### config.mk
export PLATFORM = sky130hd
export DESIGN_NAME = button_parser
export DESIGN_NICKNAME = d
export VERILOG_FILES = /design/src/rtl/button_parser_pkg.sv /design/src/rtl/edge_detector.sv /design/src/rtl/button_parser.sv
export SDC_FILE = /design/constraint.sdc
export NUM_CORES = 1
export LEC_CHECK = 0
export ABC_AREA = 1
export BUFFER_PORTS_ARGS = -buffer_cell sky130_fd_sc_hd__buf_2
export CELL_PAD_IN_SITES_DETAIL_PLACEMENT = 2
export CELL_PAD_IN_SITES_GLOBAL_PLACEMENT = 2
export CORE_UTILIZATION = 36
export CTS_CLUSTER_DIAMETER = 50
export DETAILED_ROUTE_END_ITERATION = 7
export GPL_ROUTABILITY_DRIVEN = 0
export GPL_TIMING_DRIVEN = 0
export PLACE_DENSITY_LB_ADDON = 0.2
export SKIP_CTS_REPAIR_TIMING = 1
export SYNTH_ARGS = -nofsm -noshare
export SYNTH_HDL_FRONTEND = slang
export SYNTH_SLANG_ARGS = --single-unit
### constraint.sdc
create_clock -name clk -period 1.45 [get_ports clk]
set_input_delay 0.29 -clock clk [delete_from_list [all_inputs] [get_ports clk]]
set_output_delay 0.29 -clock clk [all_outputs]
set_load 0.01 [all_outputs]
### src/rtl/button_parser_pkg.sv
// Shared defaults and width helper for the push-button conditioning block.
package button_parser_pkg;

  localparam int DEF_WIDTH          = 4;
  localparam int DEF_SAMPLE_CNT_MAX = 62_500;
  localparam int DEF_PULSE_CNT_MAX  = 200;

  // Bits needed to count 0..n-1, never less than one.
  function automatic int cnt_w(input int n);
    return (n <= 2) ? 1 : $clog2(n);
  endfunction

endpackage

### src/rtl/edge_detector.sv
// WIDTH-wide rising-edge detector: registered one-cycle pulse per 0->1 of each input bit.
module edge_detector #(
  parameter int W = 4
) (
  input  logic         clk,
  input  logic         rst_n,
  input  logic [W-1:0] level,
  output logic [W-1:0] pulse
);

  logic [W-1:0] level_q;
  logic [W-1:0] pulse_q, pulse_d;

  always_comb begin
    pulse_d = level & ~level_q;
  end

  always_ff @(posedge clk or negedge rst_n) begin
    if (!rst_n) begin
      level_q <= '0;
      pulse_q <= '0;
    end else begin
      level_q <= level;
      pulse_q <= pulse_d;
    end
  end

  assign pulse = pulse_q;

endmodule

### src/rtl/button_parser.sv
// Raw push-buttons -> synchronized, debounced levels plus one-cycle press pulses.
module button_parser
  import button_parser_pkg::*;
#(
  parameter int WIDTH          = DEF_WIDTH,
  parameter int SAMPLE_CNT_MAX = DEF_SAMPLE_CNT_MAX,
  parameter int PULSE_CNT_MAX  = DEF_PULSE_CNT_MAX
) (
  input  logic             clk,
  input  logic             rst_n,
  input  logic [WIDTH-1:0] buttons_raw,
  output logic [WIDTH-1:0] buttons_level,
  output logic [WIDTH-1:0] buttons_pulse
);

  localparam int TW = cnt_w(SAMPLE_CNT_MAX);
  localparam int SW = cnt_w(PULSE_CNT_MAX + 1);

  if (SAMPLE_CNT_MAX < 2 || PULSE_CNT_MAX < 1) begin : g_param_chk
    $error("button_parser: SAMPLE_CNT_MAX must be >= 2 and PULSE_CNT_MAX >= 1");
  end

  logic [WIDTH-1:0]         sync1_q, sync2_q;
  logic [TW-1:0]            tmr_q, tmr_d;
  logic                     sample_tick;
  logic [WIDTH-1:0][SW-1:0] sat_q, sat_d;

  // Timer is shared: every button is sampled on the same tick.
  always_comb begin
    sample_tick = (tmr_q == TW'(SAMPLE_CNT_MAX - 1));
    tmr_d       = sample_tick ? '0 : tmr_q + 1'b1;
  end

  // A single low sample restarts qualification; counts saturate, never wrap.
  always_comb begin
    sat_d         = sat_q;
    buttons_level = '0;
    for (int i = 0; i < WIDTH; i++) begin
      if (!sync2_q[i])
        sat_d[i] = '0;
      else if (sample_tick && sat_q[i] != SW'(PULSE_CNT_MAX))
        sat_d[i] = sat_q[i] + 1'b1;
      buttons_level[i] = (sat_q[i] == SW'(PULSE_CNT_MAX));
    end
  end

  always_ff @(posedge clk or negedge rst_n) begin
    if (!rst_n) begin
      sync1_q <= '0;
      sync2_q <= '0;
      tmr_q   <= '0;
      sat_q   <= '0;
    end else begin
      sync1_q <= buttons_raw;
      sync2_q <= sync1_q;
      tmr_q   <= tmr_d;
      sat_q   <= sat_d;
    end
  end

  edge_detector #(.W(WIDTH)) u_edge (
    .clk   (clk),
    .rst_n (rst_n),
    .level (buttons_level),
    .pulse (buttons_pulse)
  );

endmodule

==> run metrics <==
Pleak 2.56 nW; # IOs 14; initial antenna violation count 0; Int Pwr 2.79 mW; vias per inst 5.32; RSZ-0062 raised after global routing true; total power draw between 3 and 4 mW; final hold viol count 0; Switch Pwr 0.900 mW; top post-synthesis cells by count nand2_1 (148), nor2_1 (76), inv_1 (67); Final Util 0.515; Final HPWL DP 7380 µm; Initial Util 0.372; final worst-path setup slack -0.366 ns; Max Fclk 551 MHz; CTS tree built; Power Dens Cells roughly 730 nW/µm²; DR iter-0 viols 132; Yosys top cell area share 0.440; Slowest-stage cell, CP dfrtp_2; worst skew pair latency 0.38 ns; pin count of the biggest net entering global routing 65; drt pass-1 iters 4; Synth Area in Simple Gates 0.405; Crit path required time 1.16 ns; Synth Area in Compound Gates 0.0165; startpoint types flop; drt total wl 16600 µm; critical-path maximum fanout 4; Sw Ratio 0.244; multiplexer area fraction after synthesis 0; IO Port Bufs 13; top post-synthesis cells by area dfrtp_1 (44%), nand2_1 (15%), nor2_1 (7.8%); final hold slack 0.00934 ns; total core area 9770 µm²; ratio of cells with drive above 1 in the final layout 0.371; Distinct cells, synth 23; kind of critical path flop to primary output; DR DRC count 0; maximum VDD drop 0.551 mV; area leader, netlist dfrtp_1; Antenna Cells 0; Final period util 1.25; Rel. slew slack 0.422; final non-filler cell area roughly 5000 µm²; synthesized area 3640 µm²; routed length per placed instance 23.3 µm; vias in the first global route around 3600; xor/xnor share of the synthesized area 0.0265; Die ar. approximately 11000 µm²; asr flop ratio synth 1.00; gr usage total 0.217; Setup Skew 0.0145 ns; post-synthesis register bit count 64; DP Worst Slack -0.199 ns; filler instances roughly 1100; first-pass GRT wire length 17500 µm; Top FF cell, synth dfrtp_1; syn_area_per_cell 7.37 µm²; sequential area share after synthesis 0.440; Post-Synth Adder-Cell Area 0.0309; H-tree depth 3; Synthesized Nets 509; DR vias 3785; maximum clock path buffer count 2; die width between 100 and 150 µm; Combinational Power Share 0.028; post-route ant nets 0; CTS Root Cell clkbuf_8; Clock power frac 0.483; Cells after Synth 494; critical path arrival 1.53 ns; setup_tns -7.36 ns; Num CTS Buffers 9; Num Clock Sinks 64; most frequent cell after synthesis nand2_1; standard-cell rows 36; Total Nets Final 589; Worst-path clk slew 0.09 ns; slowest stage delay, CP 0.45 ns; Cell Chain, Critical Path inv_2 > ha_4 > nand2_2 > nor2_2 > nand2_2 > inv_2 > buf_6; max-slew violation total from the final report 0; Finished Layout Cells 712; Post-synth EDFFs 0; CP Capture Type primary output; Setup Viol. Count Final 44; minimum clock period roughly 1.8 ns; Inst Count DP 640; worst hold-check path type input port to asynchronous set/reset pin; global route overflow 0; run status finished with violations; Placed Area roughly 3900 µm²; Area growth syn-to-layout 38.3%; Yosys Warn Count 0; largest family of logic cells by synthesized area simple AND/OR/NAND/NOR gates; failing checks negative setup slack; Die H roughly 100 µm; max-cap violations 0; worst-margin pin slew 0.866 ns; register share of total power 0.489
[layer usage]
layer,share of wire,track usage,up-vias
li1,-,-,1717
met1,0.40,0.256,1939
met2,0.53,0.395,77
met3,0.030,0.0346,52
met4,0.040,0.0802,0
met5,0,0,-
[cells by family (layout without fill, tap and decap cells)]
kind of cell             Yosys count  in the layout
AO/OA/AOI/OAI                     12             12
XOR/XNOR                          11             11
adder cells (fa/ha/maj)            9              9
buffers and inverters             76            157
flip-flops                        64             64
AND/OR/NAND/NOR                  322            326
[cell type report]
type	count	area (µm²)	share of cell area
multi-input cells	358	2180	0.433
flip-flops and latches	64	1620	0.321
repair buffers	65	551	0.109
inverters	71	274	0.0544
clock buffers	14	183	0.0363
well taps	133	166	0.0331
clock inverters	2	35.0	0.00696
plain buffers	5	26.3	0.00522
[critical path: cells and delay by family (launching register included)]
family / cells / cell delay, ns
DFF: 1 / 0.45
and+or+nand+nor: 3 / 0.27
adders and majority gates: 1 / 0.13
buffers and inverters: 3 / 0.28
[flip-flops by register name, indices dropped and copies added, names as in the netlist]
name	cells
sat_q	32
sync1_q	4
sync2_q	4
tmr_q	16
u_edge.level_q	4
u_edge.pulse	4
[layout by cell type, fill, tap and decap left out, types with 13 or more instances in the layout]
cell      instances
inv_1            49
buf_4            42
nand4_1          18
nand2_2          35
buf_6            13
nand3_2          18
inv_2            19
dfrtp_2          13
nor2_1           60
clkbuf_8         13
dfrtp_1          51
nand3_1          37
nand2_1         111
[path summary, 6_finish.rpt]
check | cells after the start | to | slack, ns | startpoint
worst max-delay path | 7 | buttons_level[2] | -0.37 | sat_q[17]
worst min-delay path | 1 | u_edge.level_q[1] | 0.009 | rst_n
worst max register to register | 11 | sat_q[17] | -0.31 | sat_q[17]
worst min register to register | 0 | sync2_q[3] | 0.36 | sync1_q[3]
max in group asynchronous | 1 | tmr_q[2] | 0.79 | rst_n
min in group clk | 1 | sync1_q[3] | 0.02 | buttons_raw[3]
[power by group through the flow]
stage / registers, mW / logic (mW) / clock network (mW)
floorplan: 1.84 / 0.0316 / 0
global placement: 1.84 / 0.0887 / 0
detailed placement: 1.84 / 0.0916 / 0
CTS: 1.80 / 0.0918 / 1.73
global route: 1.81 / 0.113 / 1.90
finish: 1.81 / 0.102 / 1.78
Power figures use the tool's default switching activity.
